[config.mk]
export PLATFORM = sky130hd
export DESIGN_NAME = dht11_receiver
export DESIGN_NICKNAME = d
export VERILOG_FILES = /design/src/rtl/dht11_receiver.sv
export SDC_FILE = /design/constraint.sdc
export NUM_CORES = 1
export LEC_CHECK = 0
export ABC_AREA = 1
export ABC_CLOCK_PERIOD_IN_PS = 4400
export CAP_MARGIN = 0
export CORE_ASPECT_RATIO = 1.5
export CORE_MARGIN = 3
export CORE_UTILIZATION = 54
export DETAILED_ROUTE_END_ITERATION = 8
export GPL_TIMING_DRIVEN = 0
export PLACE_DENSITY = 0.75
export SYNTH_ARGS = -nofsm -noshare
export SYNTH_HDL_FRONTEND = slang
export SYNTH_SLANG_ARGS = --single-unit
[constraint.sdc]
create_clock -name clk -period 4.4 [get_ports clk]
set_input_delay 0.44 -clock clk [delete_from_list [all_inputs] [get_ports clk]]
set_output_delay 0.44 -clock clk [all_outputs]
set_load 0.01 [all_outputs]
[src/rtl/dht11_receiver.sv]
// DHT11 40-bit frame receiver: times each bit's high width on the synchronized
// data line, shifts bits in MSB-first, verifies the checksum and posts the bytes.
module dht11_receiver #(
  parameter int THRESH_CYCLES  = 40,
  parameter int TIMEOUT_CYCLES = 200
) (
  input  logic       clk,
  input  logic       rst,
  input  logic       start,
  input  logic       data_in,
  output logic [7:0] hum_int,
  output logic [7:0] hum_dec,
  output logic [7:0] temp_int,
  output logic [7:0] temp_dec,
  output logic       valid,
  output logic       checksum_err,
  output logic       timeout,
  output logic       busy
);

  localparam int CNT_W = $clog2(TIMEOUT_CYCLES + 1);
  localparam logic [CNT_W-1:0] CNT_MAX = CNT_W'(TIMEOUT_CYCLES);
  localparam logic [CNT_W-1:0] THRESH  = CNT_W'(THRESH_CYCLES);

  typedef enum logic [2:0] {
    S_IDLE,
    S_ARM,
    S_BIT_LOW,
    S_BIT_HIGH,
    S_CHECK
  } state_t;

  state_t           state_q, state_d;
  logic             sync1_q, data_s_q, data_d_q;
  logic [39:0]      shreg_q, shreg_d;
  logic [5:0]       bitcnt_q, bitcnt_d;
  logic [CNT_W-1:0] cyc_q, cyc_d;
  logic [7:0]       hum_int_q, hum_int_d;
  logic [7:0]       hum_dec_q, hum_dec_d;
  logic [7:0]       temp_int_q, temp_int_d;
  logic [7:0]       temp_dec_q, temp_dec_d;
  logic             valid_q, valid_d;
  logic             cerr_q, cerr_d;
  logic             tmo_q, tmo_d;

  logic fall, rise, timed_out;

  function automatic logic [CNT_W-1:0] sat_inc(input logic [CNT_W-1:0] c);
    return (c == CNT_MAX) ? c : c + CNT_W'(1);
  endfunction

  function automatic logic checksum_ok(input logic [39:0] f);
    logic [7:0] s;
    s = f[39:32] + f[31:24] + f[23:16] + f[15:8];
    return s == f[7:0];
  endfunction

  assign fall      = data_d_q & ~data_s_q;
  assign rise      = ~data_d_q & data_s_q;
  assign timed_out = (cyc_q == CNT_MAX);

  // Synchronizer resets high so an idle line never looks like an edge.
  always_ff @(posedge clk or posedge rst) begin
    if (rst) begin
      sync1_q  <= 1'b1;
      data_s_q <= 1'b1;
      data_d_q <= 1'b1;
    end else begin
      sync1_q  <= data_in;
      data_s_q <= sync1_q;
      data_d_q <= data_s_q;
    end
  end

  always_comb begin
    state_d    = state_q;
    shreg_d    = shreg_q;
    bitcnt_d   = bitcnt_q;
    cyc_d      = cyc_q;
    hum_int_d  = hum_int_q;
    hum_dec_d  = hum_dec_q;
    temp_int_d = temp_int_q;
    temp_dec_d = temp_dec_q;
    valid_d    = 1'b0;
    cerr_d     = 1'b0;
    tmo_d      = 1'b0;

    case (state_q)
      S_IDLE: begin
        if (start) begin
          state_d  = S_ARM;
          shreg_d  = '0;
          bitcnt_d = '0;
          cyc_d    = '0;
        end
      end
      S_ARM: begin
        if (fall) begin
          state_d = S_BIT_LOW;
          cyc_d   = '0;
        end else if (timed_out) begin
          state_d = S_IDLE;
          tmo_d   = 1'b1;
        end else begin
          cyc_d = sat_inc(cyc_q);
        end
      end
      S_BIT_LOW: begin
        if (rise) begin
          state_d = S_BIT_HIGH;
          cyc_d   = CNT_W'(1);
        end else if (timed_out) begin
          state_d = S_IDLE;
          tmo_d   = 1'b1;
        end else begin
          cyc_d = sat_inc(cyc_q);
        end
      end
      S_BIT_HIGH: begin
        // The falling edge ends this bit and starts the next bit's low phase.
        if (fall) begin
          shreg_d  = {shreg_q[38:0], (cyc_q > THRESH)};
          bitcnt_d = bitcnt_q + 6'd1;
          cyc_d    = '0;
          state_d  = (bitcnt_q == 6'd39) ? S_CHECK : S_BIT_LOW;
        end else if (timed_out) begin
          state_d = S_IDLE;
          tmo_d   = 1'b1;
        end else if (data_s_q) begin
          cyc_d = sat_inc(cyc_q);
        end
      end
      S_CHECK: begin
        if (checksum_ok(shreg_q)) begin
          hum_int_d  = shreg_q[39:32];
          hum_dec_d  = shreg_q[31:24];
          temp_int_d = shreg_q[23:16];
          temp_dec_d = shreg_q[15:8];
          valid_d    = 1'b1;
        end else begin
          cerr_d = 1'b1;
        end
        state_d = S_IDLE;
      end
      default: state_d = S_IDLE;
    endcase
  end

  always_ff @(posedge clk or posedge rst) begin
    if (rst) begin
      state_q    <= S_IDLE;
      shreg_q    <= '0;
      bitcnt_q   <= '0;
      cyc_q      <= '0;
      hum_int_q  <= '0;
      hum_dec_q  <= '0;
      temp_int_q <= '0;
      temp_dec_q <= '0;
      valid_q    <= 1'b0;
      cerr_q     <= 1'b0;
      tmo_q      <= 1'b0;
    end else begin
      state_q    <= state_d;
      shreg_q    <= shreg_d;
      bitcnt_q   <= bitcnt_d;
      cyc_q      <= cyc_d;
      hum_int_q  <= hum_int_d;
      hum_dec_q  <= hum_dec_d;
      temp_int_q <= temp_int_d;
      temp_dec_q <= temp_dec_d;
      valid_q    <= valid_d;
      cerr_q     <= cerr_d;
      tmo_q      <= tmo_d;
    end
  end

  assign hum_int      = hum_int_q;
  assign hum_dec      = hum_dec_q;
  assign temp_int     = temp_int_q;
  assign temp_dec     = temp_dec_q;
  assign valid        = valid_q;
  assign checksum_err = cerr_q;
  assign timeout      = tmo_q;
  assign busy         = (state_q != S_IDLE);

endmodule

==> results of run 1 <==
cell usage after synthesis:
| cell type | n |
|---|---|
| sky130_fd_sc_hd__fa_1 | 14 |
| sky130_fd_sc_hd__nor2_2 | 1 |
| sky130_fd_sc_hd__buf_6 | 3 |
| sky130_fd_sc_hd__nand3b_1 | 3 |
| sky130_fd_sc_hd__ha_1 | 10 |
| sky130_fd_sc_hd__nand2_1 | 146 |
| sky130_fd_sc_hd__a31oi_1 | 2 |
| sky130_fd_sc_hd__nor3_1 | 8 |
| sky130_fd_sc_hd__nor2_1 | 21 |
| sky130_fd_sc_hd__o21ai_0 | 9 |
| sky130_fd_sc_hd__buf_4 | 1 |
| sky130_fd_sc_hd__o211ai_1 | 1 |
| sky130_fd_sc_hd__nand3_1 | 22 |
| sky130_fd_sc_hd__a21oi_1 | 10 |
| sky130_fd_sc_hd__nand3_4 | 1 |
| sky130_fd_sc_hd__dfrtp_1 | 92 |
| sky130_fd_sc_hd__inv_2 | 2 |
| sky130_fd_sc_hd__or2_2 | 3 |
| sky130_fd_sc_hd__inv_1 | 88 |
| sky130_fd_sc_hd__clkbuf_1 | 7 |
| sky130_fd_sc_hd__nand4_1 | 34 |
| sky130_fd_sc_hd__nor3b_1 | 1 |
| sky130_fd_sc_hd__o21ai_1 | 2 |
| sky130_fd_sc_hd__a21boi_0 | 1 |
| sky130_fd_sc_hd__xnor2_1 | 2 |
| sky130_fd_sc_hd__xor2_1 | 4 |
| sky130_fd_sc_hd__nor3_4 | 1 |
| sky130_fd_sc_hd__buf_2 | 9 |
| sky130_fd_sc_hd__o31ai_1 | 1 |
| sky130_fd_sc_hd__o22ai_1 | 42 |
| sky130_fd_sc_hd__dfstp_2 | 3 |
| sky130_fd_sc_hd__nor4_1 | 1 |
worst min path at each step:
stage               depth (start not counted)    start  slack [ns]  endpoint
global route                                0  sync1_q        0.36  data_s_q
global placement                            0  sync1_q        0.35  data_s_q
CTS                                         0  sync1_q        0.36  data_s_q
floorplan                                   0  sync1_q        0.35  data_s_q
finish                                      0  sync1_q        0.36  data_s_q
detailed placement                          0  sync1_q        0.35  data_s_q
power breakdown:
| group | internal (mW) | total, mW | switching, mW |
|---|---|---|---|
| combinational | 0.134 | 0.437 | 0.303 |
| sequential | 0.906 | 0.936 | 0.0300 |
| clock | 0.431 | 0.760 | 0.329 |
| total | 1.47 | 2.13 | 0.662 |
logic make-up (layout without fill, tap and decap cells):
| group | Yosys count | in the layout |
|---|---|---|
| AND/OR/NAND/NOR | 242 | 242 |
| buffers and inverters | 110 | 166 |
| flip-flops | 95 | 95 |
| AO/OA/AOI/OAI | 68 | 68 |
| adder cells (fa/ha/maj) | 24 | 24 |
| XOR/XNOR | 6 | 6 |
registers in the layout, indices dropped and copies added (netlist names):
register      count
cyc_q             8
hum_dec           8
timeout           1
shreg_q          40
temp_dec          8
hum_int           8
state_q           3
temp_int          8
data_d_q          1
checksum_err      1
valid             1
bitcnt_q          6
sync1_q           1
data_s_q          1
routing by layer:
metal	share of wire (%)	global-route usage [%]	vias up
li1	-	-	1878
met1	40	26.1	1780
met2	52	38.8	76
met3	3.5	4.31	22
met4	4.2	10.8	0
met5	0	0	-
worst reg2reg max path, delay by kind of cell, from the launching register on:
kind,cells,cell delay [ns]
simple gates,9,1.14
buf+inv,5,0.44
flops,1,0.42
fa+ha+maj,4,1.78
area by class of cell:
class,count,area share (%)
flip-flops and latches,95,42.3
multi-input cells,340,34.6
repair buffers,40,7.43
inverters,90,6.05
clock buffers,12,4.74
well taps,107,2.38
plain buffers,20,2.00
clock inverters,4,0.489
==> flow_results.org, run 1 <==
** Synthesis
- Share of cell area taken by muxes after synthesis :: 0%
- Counting flops and latches in the post-synthesis netlist gives between 90 and 100.
- Portion of synthesized cell area occupied by the leading cell type :: 48.2%
- Counting every net in the synthesized netlist gives between 500 and 600.
- Synth Area in Compound Gates :: ~8.4%
- Average footprint of a synthesized cell :: between 8 and 9 um2
- Number of library cell types mapped by synthesis :: 32
- Fraction of the mapped netlist area in adder cells :: 8.49%
- The cell count after synthesis came out at ~550.
- Largest area contributor in the synthesized netlist :: sky130_fd_sc_hd__dfrtp_1
- Share of the yosys chip area belonging to registers :: 49.8%
- Cell types with the largest area share after synthesis :: sky130_fd_sc_hd__dfrtp_1 48%, sky130_fd_sc_hd__nand2_1 11%, sky130_fd_sc_hd__inv_1 6.9%, sky130_fd_sc_hd__fa_1 5.9%, sky130_fd_sc_hd__o22ai_1 5.5%
- Count of yosys warnings during synthesis :: 0
- Parity-gate share of the synthesized area counting xor and xnor cells :: around 1.1%
- Of the total synthesized cell area, the portion taken by AND, OR, NAND and NOR gates is between 20% and 30%.
- Netlist Area Pre-Place :: 4780 um2
- By area, the combinational part of the netlist is dominated by simple AND/OR/NAND/NOR gates.

** Clocking
- Sinks on the clock net :: 95
- The number of clock buffers added by TritonCTS is 9.
- Hold-fix buffers at CTS :: 0
- TritonCTS clock tree :: built
- H-tree level count :: 3
- Clock network latency to the later pin of the worst-skew pair :: roughly 0.34 ns
- Buffers added to address setup during post-CTS repair amount to 0.
- After clock tree synthesis, the clock-pin slew on the worst setup and hold paths is 0.07 ns.
- In this run the clock root is driven by a sky130_fd_sc_hd__clkbuf_16.
- Clock Path Buffers :: 2
- Post-CTS sizing :: 0

** Timing
- Setup TNS :: 0 ns
- The number of hold-slack violations in the final timing report was 0.
- Highest clock frequency the design can meet :: 0.257 GHz
- Worst setup skew after layout :: between 0.005 and 0.006 ns
- At the pin with the least slew margin, the transition time is ~0.6 ns.
- Slew Limit Headroom :: about three fifths
- The final max-slew violation count came to 0.
- Shortest clock period the worst path allows after layout :: 3.89 ns
- Setup repair after global routing left no endpoint under its margin.
- Endpoints failing setup :: 0
- Once routing completed, OpenROAD measured the worst setup slack at just over 0.5 ns.
- Of the available clock period, the critical path in the final layout requires between 80% and 90%.
- Post-route worst hold slack :: ~0.36 ns

** Drt
- Number of DRC markers after the initial detailed-route iteration :: 221
- Detailed-route wire length per cell :: 14.3 um
- Drt total wl :: roughly 10,000 um
- Before antenna repair, the detailed router went through 4 iterations.
- Vias/cell :: 5.31
- The routed layout has 3,756 vias.
- In the routed design, unresolved DRC markers number 0.
- In this run the remaining antenna-violating nets after routing total 0.

** Global route
- Entering global routing, the biggest net connects 55 pins.
- The number of global-route vias before repair came to about 3,700.
- In the global route stage, overall resource usage came out at roughly 22%.
- The first global-routing pass estimated roughly 17,000 um of wire.
- Initial antenna violation count :: 0
- Congestion Overflow GR :: 0

** Worst setup path
- Cell type with the highest occurrence count on the critical path :: sky130_fd_sc_hd__inv_1
- Counting buffers and inverters, the worst setup path is 18 cells deep.
- The most critical setup path has its endpoint at hum_dec[2].
- STA classifies the critical path endpoint as a flip-flop.
- Together, buffers and inverters on the worst path number 5.
- At the worst endpoint, the required time is roughly 4.6 ns.
- Data arrival at the endpoint of the critical path :: a little over 4 ns
- The setup check on the worst reg-to-reg path leaves a slack of roughly 0.51 ns.
- Largest incremental delay on the critical path :: roughly 0.62 ns
- Cell with the largest stage delay on the worst path :: sky130_fd_sc_hd__fa_1
- Worst Reg-to-Reg Cells :: 18
- The kind of cell with the highest combined delay along the critical path is adder cells.
- Type of the setup path with the least slack :: reg -> reg
- STA classifies the critical path startpoint as a flip-flop.
- Maximum fanout count along the critical path :: 10
- Ordered list of cells on the worst path :: fa_1 -> inv_1 -> fa_1 -> inv_1 -> ha_1 -> inv_1 -> fa_1 -> nand2_1 -> inv_1 -> nor2_1 -> nand3_1 -> nor2_1 -> nand3_1 -> nor3_4 -> nand3_4 -> buf_6 -> nand2_1 -> nand2_1
- Worst reg2reg path startpoint :: shreg_q[9]
- In this run the critical register-to-register path is captured at hum_dec[2].
- The critical path starts at shreg_q[9].

** Finish
- Final #Nets :: about 620
- Fraction of layout instances using a drive strength above 1 :: approximately 7%
- Post-route cell area :: 5630 um2
- Summing all multi-input logic gate instances after layout gives about 1900 um2.
- Summing all flip-flop and latch instances after layout gives around 2400 um2.
- From synthesis to final layout, the design area changed by 17.8%.
- 0 antenna diodes ended up in the layout.
- The library cell used most frequently in the layout, excluding fill and tap cells, is sky130_fd_sc_hd__nand2_1.
- Post-Layout Cell Count :: ~710
- The layout has 708 filler cells.
- The top cell types in the final layout, fill and taps aside, are 146 x sky130_fd_sc_hd__nand2_1, 92 x sky130_fd_sc_hd__dfrtp_1, 87 x sky130_fd_sc_hd__inv_1, 42 x sky130_fd_sc_hd__o22ai_1, 39 x sky130_fd_sc_hd__clkdlybuf4s50_1.
- Post-layout utilization of the core :: 66.1%

** Floorplanning
- The floorplan step defined a die boundary enclosing 10,000 um2.
- Die Span Y :: 121 um
- The floorplan step set the die width to approximately 83 um.
- Core Area :: between 8000 and 9000 um2
- After floorplanning, the core was divided into between 40 and 50 placement rows.
- Initial core utilization :: 56.1%
- 40 I/O pins were placed.

** Place
- Placed Instance Area :: 5330 um2
- Worst-case setup slack after placement :: 0.517 ns
- The congestion estimate from routability-driven global placement came to between 0.8 and 0.9.
- Detailed placement ended at an HPWL of between 7000 and 8000 um.
- Total of buffers placed on input and output ports :: 39
- Counting tap cells, the placed design contains a total of around 700 instances.

** Pwr
- For this design the static power due to leakage is 2.83 nW.
- The completed layout was analyzed and its total power is 2.13 mW.
- IR Drop Worst-Case VDD :: around 0.30 mV
- Power density over the cells :: ~380 nW/um2

** Min path
- The worst hold path belongs to the class reg -> reg.

** Job
- Number of maximum-capacitance constraint violations :: 0

** Status
- The run finished with clean final reports.
Power figures use the tool's default switching activity.
==> run 2, diff against run 1 <==
--- a/config.mk
+++ b/config.mk
@@ -7,7 +7,7 @@
 export LEC_CHECK = 0
 export ABC_AREA = 1
 export ABC_CLOCK_PERIOD_IN_PS = 4400
-export CAP_MARGIN = 0
+export CAP_MARGIN = 20
 export CORE_ASPECT_RATIO = 1.5
 export CORE_MARGIN = 3
 export CORE_UTILIZATION = 54
==> run 2 against run 1 <==
- largest cell class unchanged
- die area unchanged
- critical path depth did not move
- maximum frequency stayed put
==> flow_results.org, run 2 (synthesis results as in run 1) <==
** Status
- Result of the run :: finished, final reports clean

** Drt
- Total vias in the final route :: around 3,800
- In the final routed layout, each cell accounts on average for about 14 um.
- In the routed layout, each cell is associated on average with a via count of 5.31.
- First-pass iteration count of the detailed router :: 4
- After detailed routing, the total wire length is about 10,000 um.
- The detail route stage leaves a number of antenna-violating nets equal to 0.
- Number of DRC markers after the initial detailed-route iteration :: 221
- For this run, design rule violations remaining after detail routing come to 0.

** Worst setup path
- Critical register-to-register path endpoint :: hum_dec[2]
- The worst setup path is captured at a flip-flop.
- The most numerous cell type found on the critical path is sky130_fd_sc_hd__inv_1.
- Maximum fanout count along the critical path :: 10
- Startpoint type of the worst setup path :: flip-flop
- Across all register-to-register paths, the minimum setup slack is 0.51 ns.
- Type of the setup path with the least slack :: reg -> reg
- On the critical path, the stage with the largest delay is an instance of sky130_fd_sc_hd__fa_1.
- Ordered list of cells on the worst path :: fa_1 -> inv_1 -> fa_1 -> inv_1 -> ha_1 -> inv_1 -> fa_1 -> nand2_1 -> inv_1 -> nor2_1 -> nand3_1 -> nor2_1 -> nand3_1 -> nor3_4 -> nand3_4 -> buf_6 -> nand2_1 -> nand2_1
- Worst reg2reg path startpoint :: shreg_q[9]
- At the worst endpoint, the arrival time is ~4 ns.
- For the worst flop-to-flop path, the logic depth is 18.
- The largest single stage delay on the critical path is around 0.62 ns.
- At the worst endpoint, the required time is roughly 4.6 ns.

** Min path
- Endpoint, Worst Hold :: data_s_q
- The path class of the tightest hold or removal check is reg -> reg.
- Beginning of the worst hold path :: sync1_q
- Hold-critical path depth :: 0

** Timing
- Endpoints failing setup :: 0
- Timing would allow up to ~0.26 GHz.
- Shortest clock period the worst path allows after layout :: 3.89 ns
- Slew at the pin with the worst max-slew slack :: approximately 0.6 ns
- In the finished design, the share of the clock period the worst path needs comes to 88.4%.
- Setup TNS :: 0 ns
- The worst pin sits at a relative slew slack of between 50 and 60%.
- RSZ-0062 raised after global routing :: false
- The clock arrives with roughly 0.0054 ns of skew.
- The final max-slew violation count was 0.
- The number of hold-slack violations in the final timing report is 0.

** Global route
- Aggregate global-route resource usage :: between 20 and 25%
- Initial antenna violation count :: 0
- Global routing finished with a remaining overflow of 0.
- Via count of the first global-routing pass :: about 3,700
- Entering global routing, the biggest net connects between 50 and 60 pins.
- Wire length of the first global-routing pass :: 17,100 um

** Clocking
- The clock reaches the later pin of the worst-skew pair after roughly 0.34 ns.
- CTS built an H-tree with a depth of 3.
- Post-CTS sizing :: 0
- After clock tree synthesis, the clock-pin slew on the worst setup and hold paths is about 0.070 ns.
- Setup Fix Bufs, Post-CTS :: 0
- Counting every sink on the clock net gives 95.
- TritonCTS clock tree :: built
- Clock root buffer :: sky130_fd_sc_hd__clkbuf_16
- Hold-fix buffers at CTS :: 0
- Clock Path Buffers :: 2
- In this run, CTS created clock tree buffers numbering 9.

** Floorplanning
- The floorplan has 41 rows.
- Once the floorplan was initialized, standard cells occupied between 50 and 60% of the core.
- The core region is between 8000 and 9000 um2.
- Die Span Y :: about 120 um
- In this run the horizontal extent of the chip is roughly 83 um.
- For this design the top-level I/O count stands at 40.
- Total Die Area :: between 10,000 and 15,000 um2

** Finish
- Post-layout utilization of the core :: approximately two thirds
- In the final layout, the share of cells above drive strength 1 is between 6 and 7%.
- The register with the most flip-flops in the layout has 40 of them.
- Most frequent cells in the layout :: 146 x sky130_fd_sc_hd__nand2_1, 92 x sky130_fd_sc_hd__dfrtp_1, 87 x sky130_fd_sc_hd__inv_1, 42 x sky130_fd_sc_hd__o22ai_1, 39 x sky130_fd_sc_hd__clkdlybuf4s50_1
- The final layout contains around 620 nets.
- Most common cell after layout, fill and taps aside :: sky130_fd_sc_hd__nand2_1
- Largest reg by FF count :: shreg_q
- The repair_antennas step left the layout with diodes totalling 0.
- The area growth from synthesis to layout is 17.8%.

** Pwr
- IR Drop Worst-Case VDD :: roughly 0.30 mV
- Overall power consumption after layout is estimated at roughly 2.1 mW.
- Standby leakage power :: between 2 and 3 nW
- Power spread over the standard cell area amounts to between 300 and 400 nW/um2.

** Place
- Total of buffers placed on input and output ports :: 39
- Detailed placement finished with a half-perimeter wire length of approximately 8000 um.
- At the end of routability-driven placement, the weighted congestion stood at 0.859.

** Job
- Across the run, the number of max-cap violations was 0.
[run 2: worst max-delay path, delay by kind of cell, from the launching register on]
kind | cells | cell delay, ns
adders and majority gates | 4 | 1.78
and+or+nand+nor | 9 | 1.14
buffers and inverters | 5 | 0.43
DFF | 1 | 0.42
[run 2: cell type report]
| class | instances | area, um2 |
|---|---|---|
| clock inverters | 4 | 27.5 |
| clock buffers | 12 | 267 |
| repair buffers | 40 | 418 |
| well taps | 107 | 134 |
| fillers | 708 | 2890 |
| plain buffers | 20 | 113 |
| flip-flops and latches | 95 | 2380 |
| inverters | 90 | 340 |
| multi-input cells | 340 | 1950 |
[run 2: how the worst max path moves through the flow]
stage	start	end	slack, ns	cells past startpoint
detailed placement	shreg_q[9]	hum_dec[2]	0.52	18
global route	shreg_q[9]	hum_dec[2]	0.26	18
finish	shreg_q[9]	hum_dec[2]	0.51	18
floorplan	shreg_q[9]	hum_dec[0]	1.04	18
CTS	shreg_q[9]	hum_dec[2]	0.49	18
global placement	rst	hum_int[1]	0.14	2
[run 2: metrics by stage]
stage | hold WS [ns] | setup slack, ns | cells | cell area, um2
after global placement | 0.350 | 0.145 | 691 | 5300
after global routing | 0.361 | 0.263 | 708 | 5630
final | 0.359 | 0.510 | 708 | 5630
after CTS | 0.358 | 0.494 | 708 | 5630
after detailed placement | 0.348 | 0.517 | 692 | 5330
after floorplan | 0.345 | 1.04 | 545 | 4780
[run 2: layer usage]
metal  GRT usage, %  part of all wire (%)  wire [um]  vias up
met4           10.8                   4.2        428        0
li1               -                     -          -     1878
met1           26.1                    40       4060     1780
met3           4.31                   3.5        356       22
met2           38.8                    52       5280       76
met5              0                     0          0        -
[run 2: power by group]
group	switching [mW]	internal (mW)
clock	0.329	0.431
combinational	0.303	0.134
sequential	0.0300	0.906
